## src/rtl/ifetch_pkg.sv

```systemverilog
// Shared definitions for the instruction-fetch unit: FSM states, the NOP
// encoding substituted for faulting fetches, the reset PC and fault codes.
package ifetch_pkg;

    // addi x0, x0, 0
    localparam logic [31:0] NopInst = 32'h0000_0013;
    localparam logic [31:0] ResetPc = 32'h0000_0000;

    localparam logic [1:0] FaultNone     = 2'd0;
    localparam logic [1:0] FaultBus      = 2'd1;
    localparam logic [1:0] FaultMisalign = 2'd2;

    typedef enum logic [0:0] {
        StRun,
        StDrain
    } state_e;

endpackage

```

## src/rtl/ifetch_fifo.sv

```systemverilog
// Small synchronous FIFO used for both the pending-address queue and the
// instruction buffer. DEPTH must be a power of two so the pointers wrap
// naturally. Flush empties it on the next edge and wins over push/pop.
module ifetch_fifo #(
    parameter int unsigned WIDTH = 32,
    parameter int unsigned DEPTH = 2
) (
    input  logic                     clk,
    input  logic                     rst,
    input  logic                     push,
    input  logic [WIDTH-1:0]         wdata,
    input  logic                     pop,
    input  logic                     flush,
    output logic [WIDTH-1:0]         rdata,
    output logic                     full,
    output logic                     empty,
    output logic [$clog2(DEPTH):0]   count
);

    localparam int unsigned PW = $clog2(DEPTH);
    localparam int unsigned CW = PW + 1;

    logic [WIDTH-1:0] mem_q [DEPTH];
    logic [PW-1:0]    wptr_q, wptr_d;
    logic [PW-1:0]    rptr_q, rptr_d;
    logic [CW-1:0]    cnt_q, cnt_d;
    logic             do_push, do_pop;

    assign full  = (cnt_q == CW'(DEPTH));
    assign empty = (cnt_q == '0);
    assign count = cnt_q;
    assign rdata = mem_q[rptr_q];

    // Pointer and occupancy update; simultaneous push and pop keep the count.
    always_comb begin
        do_push = push & ~full;
        do_pop  = pop & ~empty;
        wptr_d  = wptr_q;
        rptr_d  = rptr_q;
        cnt_d   = cnt_q;
        if (flush) begin
            wptr_d = '0;
            rptr_d = '0;
            cnt_d  = '0;
        end else begin
            if (do_push) wptr_d = wptr_q + 1'b1;
            if (do_pop)  rptr_d = rptr_q + 1'b1;
            if (do_push && !do_pop) cnt_d = cnt_q + 1'b1;
            if (!do_push && do_pop) cnt_d = cnt_q - 1'b1;
        end
    end

    // Control state register.
    always_ff @(posedge clk) begin
        if (rst) begin
            wptr_q <= '0;
            rptr_q <= '0;
            cnt_q  <= '0;
        end else begin
            wptr_q <= wptr_d;
            rptr_q <= rptr_d;
            cnt_q  <= cnt_d;
        end
    end

    // Storage needs no reset: reads are only meaningful when not empty.
    always_ff @(posedge clk) begin
        if (do_push && !flush) mem_q[wptr_q] <= wdata;
    end

endmodule

```

## src/rtl/ifetch.sv

```systemverilog
// Instruction fetch unit: issues word fetches at pc, tracks in-flight
// requests, buffers responses for decode and drains stale responses after a
// redirect. Optional misalignment checking is enabled by defining
// IFETCH_MISALIGN_CHK_EN; without it the low address bits are simply masked.
module ifetch
    import ifetch_pkg::*;
#(
    parameter int unsigned DEPTH = 2,
    parameter int unsigned AW    = 32
) (
    input  logic          clk,
    input  logic          rst,
    input  logic [AW-1:0] pc,
    input  logic          flush,
    output logic          pc_adv,
    output logic          ibus_req_valid,
    input  logic          ibus_req_ready,
    output logic [AW-1:0] ibus_req_addr,
    input  logic          ibus_rsp_valid,
    input  logic [31:0]   ibus_rsp_data,
    input  logic          ibus_rsp_err,
    output logic          id_valid,
    input  logic          id_ready,
    output logic [31:0]   id_inst,
    output logic [AW-1:0] id_pc,
    output logic          id_fault
);

    localparam int unsigned CW = $clog2(DEPTH) + 1;
    // Buffer entry layout: {pc, inst, fault}
    localparam int unsigned EW = AW + 33;

    state_e        state_q, state_d;
    logic [CW-1:0] drop_q, drop_d;
    logic [CW-1:0] pq_count, ib_count;
    logic          pq_full, pq_empty, ib_full, ib_empty;
    logic [AW-1:0] pq_rdata;
    logic [EW-1:0] ib_wdata, ib_rdata;
    logic [CW:0]   total;
    logic [CW:0]   inflight_nxt;
    logic          can_fetch, req_fire, rsp_pop, ib_push, ib_pop;
`ifdef IFETCH_MISALIGN_CHK_EN
    logic          stall_q, stall_d;
    logic          misalign, fault_push;
`endif

    assign total = {1'b0, pq_count} + {1'b0, ib_count};

    // Request issue, response acceptance and buffer write selection.
    always_comb begin
        can_fetch = (state_q == StRun) & ~flush & ~rst & ~pq_full & (total < (CW+1)'(DEPTH));
`ifdef IFETCH_MISALIGN_CHK_EN
        misalign       = (pc[1:0] != 2'b00);
        can_fetch      = can_fetch & ~stall_q;
        ibus_req_valid = can_fetch & ~misalign;
        // Wait for in-flight fetches so the fault entry lands in program order.
        fault_push     = can_fetch & misalign & pq_empty;
`else
        ibus_req_valid = can_fetch;
`endif
        ibus_req_addr = {pc[AW-1:2], 2'b00};
        req_fire      = ibus_req_valid & ibus_req_ready;
        pc_adv        = req_fire;
        // A response with nothing outstanding has no queue entry and is ignored.
        rsp_pop       = ibus_rsp_valid & ~pq_empty & (state_q == StRun);
        ib_push       = rsp_pop & ~flush & ~ib_full;
        ib_wdata      = {pq_rdata, ibus_rsp_data, ibus_rsp_err};
`ifdef IFETCH_MISALIGN_CHK_EN
        if (fault_push) begin
            ib_push  = 1'b1;
            ib_wdata = {pc, NopInst, 1'b1};
        end
`endif
    end

    // Decode-side view of the buffer head; fields read as zero when empty.
    always_comb begin
        id_valid = (state_q == StRun) & ~ib_empty;
        ib_pop   = id_valid & id_ready;
        id_fault = id_valid & ib_rdata[0];
        id_pc    = id_valid ? ib_rdata[EW-1 -: AW] : '0;
        id_inst  = '0;
        if (id_valid) id_inst = ib_rdata[0] ? NopInst : ib_rdata[32:1];
    end

    // Redirect FSM: count responses still owed by the bus and discard them.
    always_comb begin
        state_d      = state_q;
        drop_d       = drop_q;
        inflight_nxt = {1'b0, pq_count} + {{CW{1'b0}}, req_fire} - {{CW{1'b0}}, rsp_pop};
        case (state_q)
            StRun: begin
                if (flush && inflight_nxt != '0) begin
                    drop_d  = inflight_nxt[CW-1:0];
                    state_d = StDrain;
                end
            end
            StDrain: begin
                if (ibus_rsp_valid && drop_q != '0) begin
                    drop_d = drop_q - 1'b1;
                    if (drop_q == CW'(1)) state_d = StRun;
                end
            end
            default: state_d = StRun;
        endcase
    end

`ifdef IFETCH_MISALIGN_CHK_EN
    // A misaligned fault blocks further fetching until the next redirect.
    always_comb begin
        stall_d = stall_q;
        if (fault_push) stall_d = 1'b1;
        if (flush)      stall_d = 1'b0;
    end

    // Misalignment stall register.
    always_ff @(posedge clk) begin
        if (rst) stall_q <= 1'b0;
        else     stall_q <= stall_d;
    end
`endif

    // FSM and drop counter registers.
    always_ff @(posedge clk) begin
        if (rst) begin
            state_q <= StRun;
            drop_q  <= '0;
        end else begin
            state_q <= state_d;
            drop_q  <= drop_d;
        end
    end

    ifetch_fifo #(
        .WIDTH (AW),
        .DEPTH (DEPTH)
    ) u_pend_q (
        .clk   (clk),
        .rst   (rst),
        .push  (req_fire),
        .wdata (pc),
        .pop   (rsp_pop),
        .flush (flush),
        .rdata (pq_rdata),
        .full  (pq_full),
        .empty (pq_empty),
        .count (pq_count)
    );

    ifetch_fifo #(
        .WIDTH (EW),
        .DEPTH (DEPTH)
    ) u_ibuf (
        .clk   (clk),
        .rst   (rst),
        .push  (ib_push),
        .wdata (ib_wdata),
        .pop   (ib_pop),
        .flush (flush),
        .rdata (ib_rdata),
        .full  (ib_full),
        .empty (ib_empty),
        .count (ib_count)
    );

endmodule

```

## config.mk

```make
export PLATFORM = sky130hd
export DESIGN_NAME = ifetch
export DESIGN_NICKNAME = d
export VERILOG_FILES = /design/src/rtl/ifetch_pkg.sv /design/src/rtl/ifetch_fifo.sv /design/src/rtl/ifetch.sv
export SDC_FILE = /design/constraint.sdc
export NUM_CORES = 1
export LEC_CHECK = 0
export ABC_AREA = 0
export BUFFER_PORTS_ARGS = -buffer_cell sky130_fd_sc_hd__buf_4
export CORE_ASPECT_RATIO = 0.8
export CORE_UTILIZATION = 45
export CTS_CLUSTER_SIZE = 24
export DETAILED_ROUTE_END_ITERATION = 8
export GPL_TIMING_DRIVEN = 0
export HOLD_SLACK_MARGIN = 0.02
export PLACE_DENSITY = 0.75
export SKIP_LAST_GASP = 1
export SYNTH_ARGS = -nofsm -noshare
export SYNTH_HDL_FRONTEND = slang
export SYNTH_SLANG_ARGS = --single-unit
```

## constraint.sdc

```tcl
create_clock -name clk -period 9.7 [get_ports clk]
set_input_delay 0.97 -clock clk [delete_from_list [all_inputs] [get_ports clk]]
set_output_delay 0.97 -clock clk [all_outputs]
set_load 0.005 [all_outputs]
```

==> impl_results.md <==
- Status: finished clean
- CP required: 8.73 ns
- Die Area: 0.01883 sq mm
- Vias per cell: 4.955
- Num CTS Buffers: 21
- Avg Inst Size Synth: 16.32 sq um
- Die Y-Extent: 122.9 um
- Final nets: 781
- Hold path depth: 2
- Worst R2R Path Depth: 11
- Grt total ovfl: 0
- Gpl congestion: 0.7357
- Placed Area: 0.009922 sq mm
- Area of the core: 0.01759 sq mm
- Total Routing Usage GR: 16.96%
- Vias in the first global route: 4812
- Synthesized instance count: 504
- 1st-iter DRT viols: 250
- Yosys warns: 0
- Initial core utilization: 46.75%
- Detailed Route WL: 15.96 mm
- CTS Root Cell: clkbuf_16
- Final Hold Viols: 0
- Hpwl dp: 10.85 mm
- Hold path start: drop_q[1]
- Worst min-delay path class: reg2reg
- First-pass GRT wire length: 24.76 mm
- R2R setup slack: 6.49 ns
- Ports: 171
- Die width: 153.2 um
- Post-synthesis sequential area ratio: 73.99%
- Largest net degree at the start of global routing: 33
- RSZ-0062 raised after global routing: false
- WL/cell: 17.00 um
- Crit share post-route: 35.74%
- Slew HR: 57.77%
- Cell row count: 43
- Worst-path fanout max: 5
- RR Endpoint: drop_q[0]
- Post-CTS Setup Bufs: 0
- Synth-to-Final Area Change: 28.43%
- Max-Cap Viols: 0
- Hold_buf cts: 0
- Leading area contributor after synthesis: edfxtp_1
- Synth Register Bits: 207
- Slew @ Worst Pin: 0.6334 ns
- Share of layout cells above drive strength 1: 40.06%
- Endpoints failing setup: 0
- Post-synth cell types: 38
- Critical R2R Launch: u_ibuf.count[0]
- F_max: 0.2885 GHz
- Crit Path Class: reg2out
- Setup TNS Final: 0 ns
- Worst-path clk slew: 0.06 ns
- Leakage power: 3.847 nW
- Vias: 4653
- Antenna-violating nets left: 0
- Nature of the critical path startpoint: flip-flop
- Largest cells by area after synthesis: edfxtp_1 71%, mux2i_1 7.7%, mux2_2 4.1%, nor2_1 3.8%, dfxtp_1 3.2%
- Max-slew violations: 0
- Diode count: 0
- CP Capture Type: output pin
- Synth top area share: 70.82%
- CTS tree: yes
- TritonRoute pass-1 iters: 5
- Worst Hold Path EP: drop_q[1]
- Critical Path AT: 2.50 ns
- Maximum VDD drop: 0.1349 mV
- H-tree level count: 1
- Initial antenna violation count: 0
- PostCTS Resize Cnt: 0
- CTS max path bufs: 3
- Crit path launch: u_ibuf.count[0]
- Design area: 0.01056 sq mm
- Mapped Area: 0.008225 sq mm
- Clock Skews: 0.007835 ns
- Crit path time final: 3.467 ns
- PortBufs: 168
- Async set-reset flop share out of synthesis: 0%
- Most instantiated cells after synthesis: 194 x edfxtp_1, 84 x nor2_1, 63 x mux2i_1
- Final Util: 60.05%
- Clock insertion delay at the later pin of the skew report: 0.49 ns
- Synth Flop Type: edfxtp_1
- Most frequent cell after synthesis: edfxtp_1
- Pwr per Cell Area: 173.3 mW/mm^2
- DRC: 0
- TritonCTS Sinks: 207
- Number of synthesized flops with an enable pin: 194
==> area by class of cell <==
type | count | area [sq um]
fillers | 1353 | 7029
flip-flops and latches | 207 | 6086
multi-input cells | 234 | 1784
repair buffers | 174 | 1381
clock buffers | 27 | 548.0
plain buffers | 53 | 347.8
well taps | 225 | 281.5
clock inverters | 8 | 93.84
inverters | 11 | 41.29
==> kinds of logic after synthesis <==
group	synth area share, %
DFF	73.99
and+or+nand+nor	5.598
muxes	12.05
buffers and inverters	4.731
AOI/OAI and AO/OA	1.141
xor gates and xnor gates	1.050
adders and majority gates	1.399
other	0.04559
==> sequential cells by signal (all words and copies together), names as in the netlist, named ones only <==
signal	count
drop_q	2
state_q	1
u_ibuf.count	2
u_ibuf.mem_q	130
u_ibuf.rptr_q	1
u_ibuf.wptr_q	1
u_pend_q.count	2
u_pend_q.mem_q	64
u_pend_q.rptr_q	1
u_pend_q.wptr_q	1
==> worst max path at each step <==
stage,endpoint,slack (ns),cells after the start
4_1_cts,pc_adv,6.20,7
2_1_floorplan,u_ibuf.mem_q[0][0],4.81,4
5_1_grt,pc_adv,6.03,7
6_report,pc_adv,6.23,7
3_5_place_dp,drop_q[0],6.49,11
3_3_place_gp,u_ibuf.mem_q[0][59],3.15,5
==> metal layers <==
| layer | vias to the layer above | track usage (%) | routed length (um) |
|---|---|---|---|
| met5 | - | 0 | 0 |
| met4 | 0 | 4.545 | 316 |
| met3 | 24 | 3.961 | 1067 |
| met2 | 184 | 29.62 | 7592 |
| met1 | 2252 | 21.42 | 6982 |
| li1 | 2193 | - | - |
==> cells in the final DEF (no fill, tap or decap), types with 2 or more instances in the layout <==
master       n
clkbuf_16   21
a21oi_1      2
and2_1       2
bufinv_16    2
mux2i_1     63
clkbuf_1    14
a211oi_1     5
o21ai_0      2
buf_4      200
edfxtp_1   194
dfxtp_1     13
clkinv_1     2
fa_1         2
nand2b_1     2
nand2_1      3
or3_1        2
xor2_1       3
clkinv_2     2
nor2_4       4
ha_1         6
buf_2       11
buf_12       6
mux2_1       2
inv_1       10
mux2_2      30
conb_1       2
nor2_1      80
buf_6        2
nor2b_1      2
xnor2_1      5
nor3_1       5
==> through the flow <==
stage | instances | hold WS [ns] | setup slack [ns] | total power, mW
floorplan | 505 | 0.4730 | 4.806 | 1.042
global placement | 898 | 0.4844 | 3.146 | 1.084
detailed placement | 904 | 0.5070 | 6.495 | 1.091
CTS | 939 | 0.5160 | 6.203 | 1.852
global route | 939 | 0.5304 | 6.031 | 1.888
finish | 939 | 0.5071 | 6.233 | 1.831
==> critical path, stage by stage, from the launching register on <==
cell and delay (ns):
dfxtp_1 0.44, and2_1 0.19, fa_1 0.41, nor3_1 0.26, nand3_1 0.15, or2_1 0.34, inv_1 0.11, buf_4 0.11
==> power by group <==
part	switching [mW]	total, mW	internal [mW]
sequential	0.00309	0.988	0.985
clock	0.308	0.759	0.451
combinational	0.0349	0.0839	0.0490
total	0.346	1.83	1.48
(Power assumes the default switching activity.)
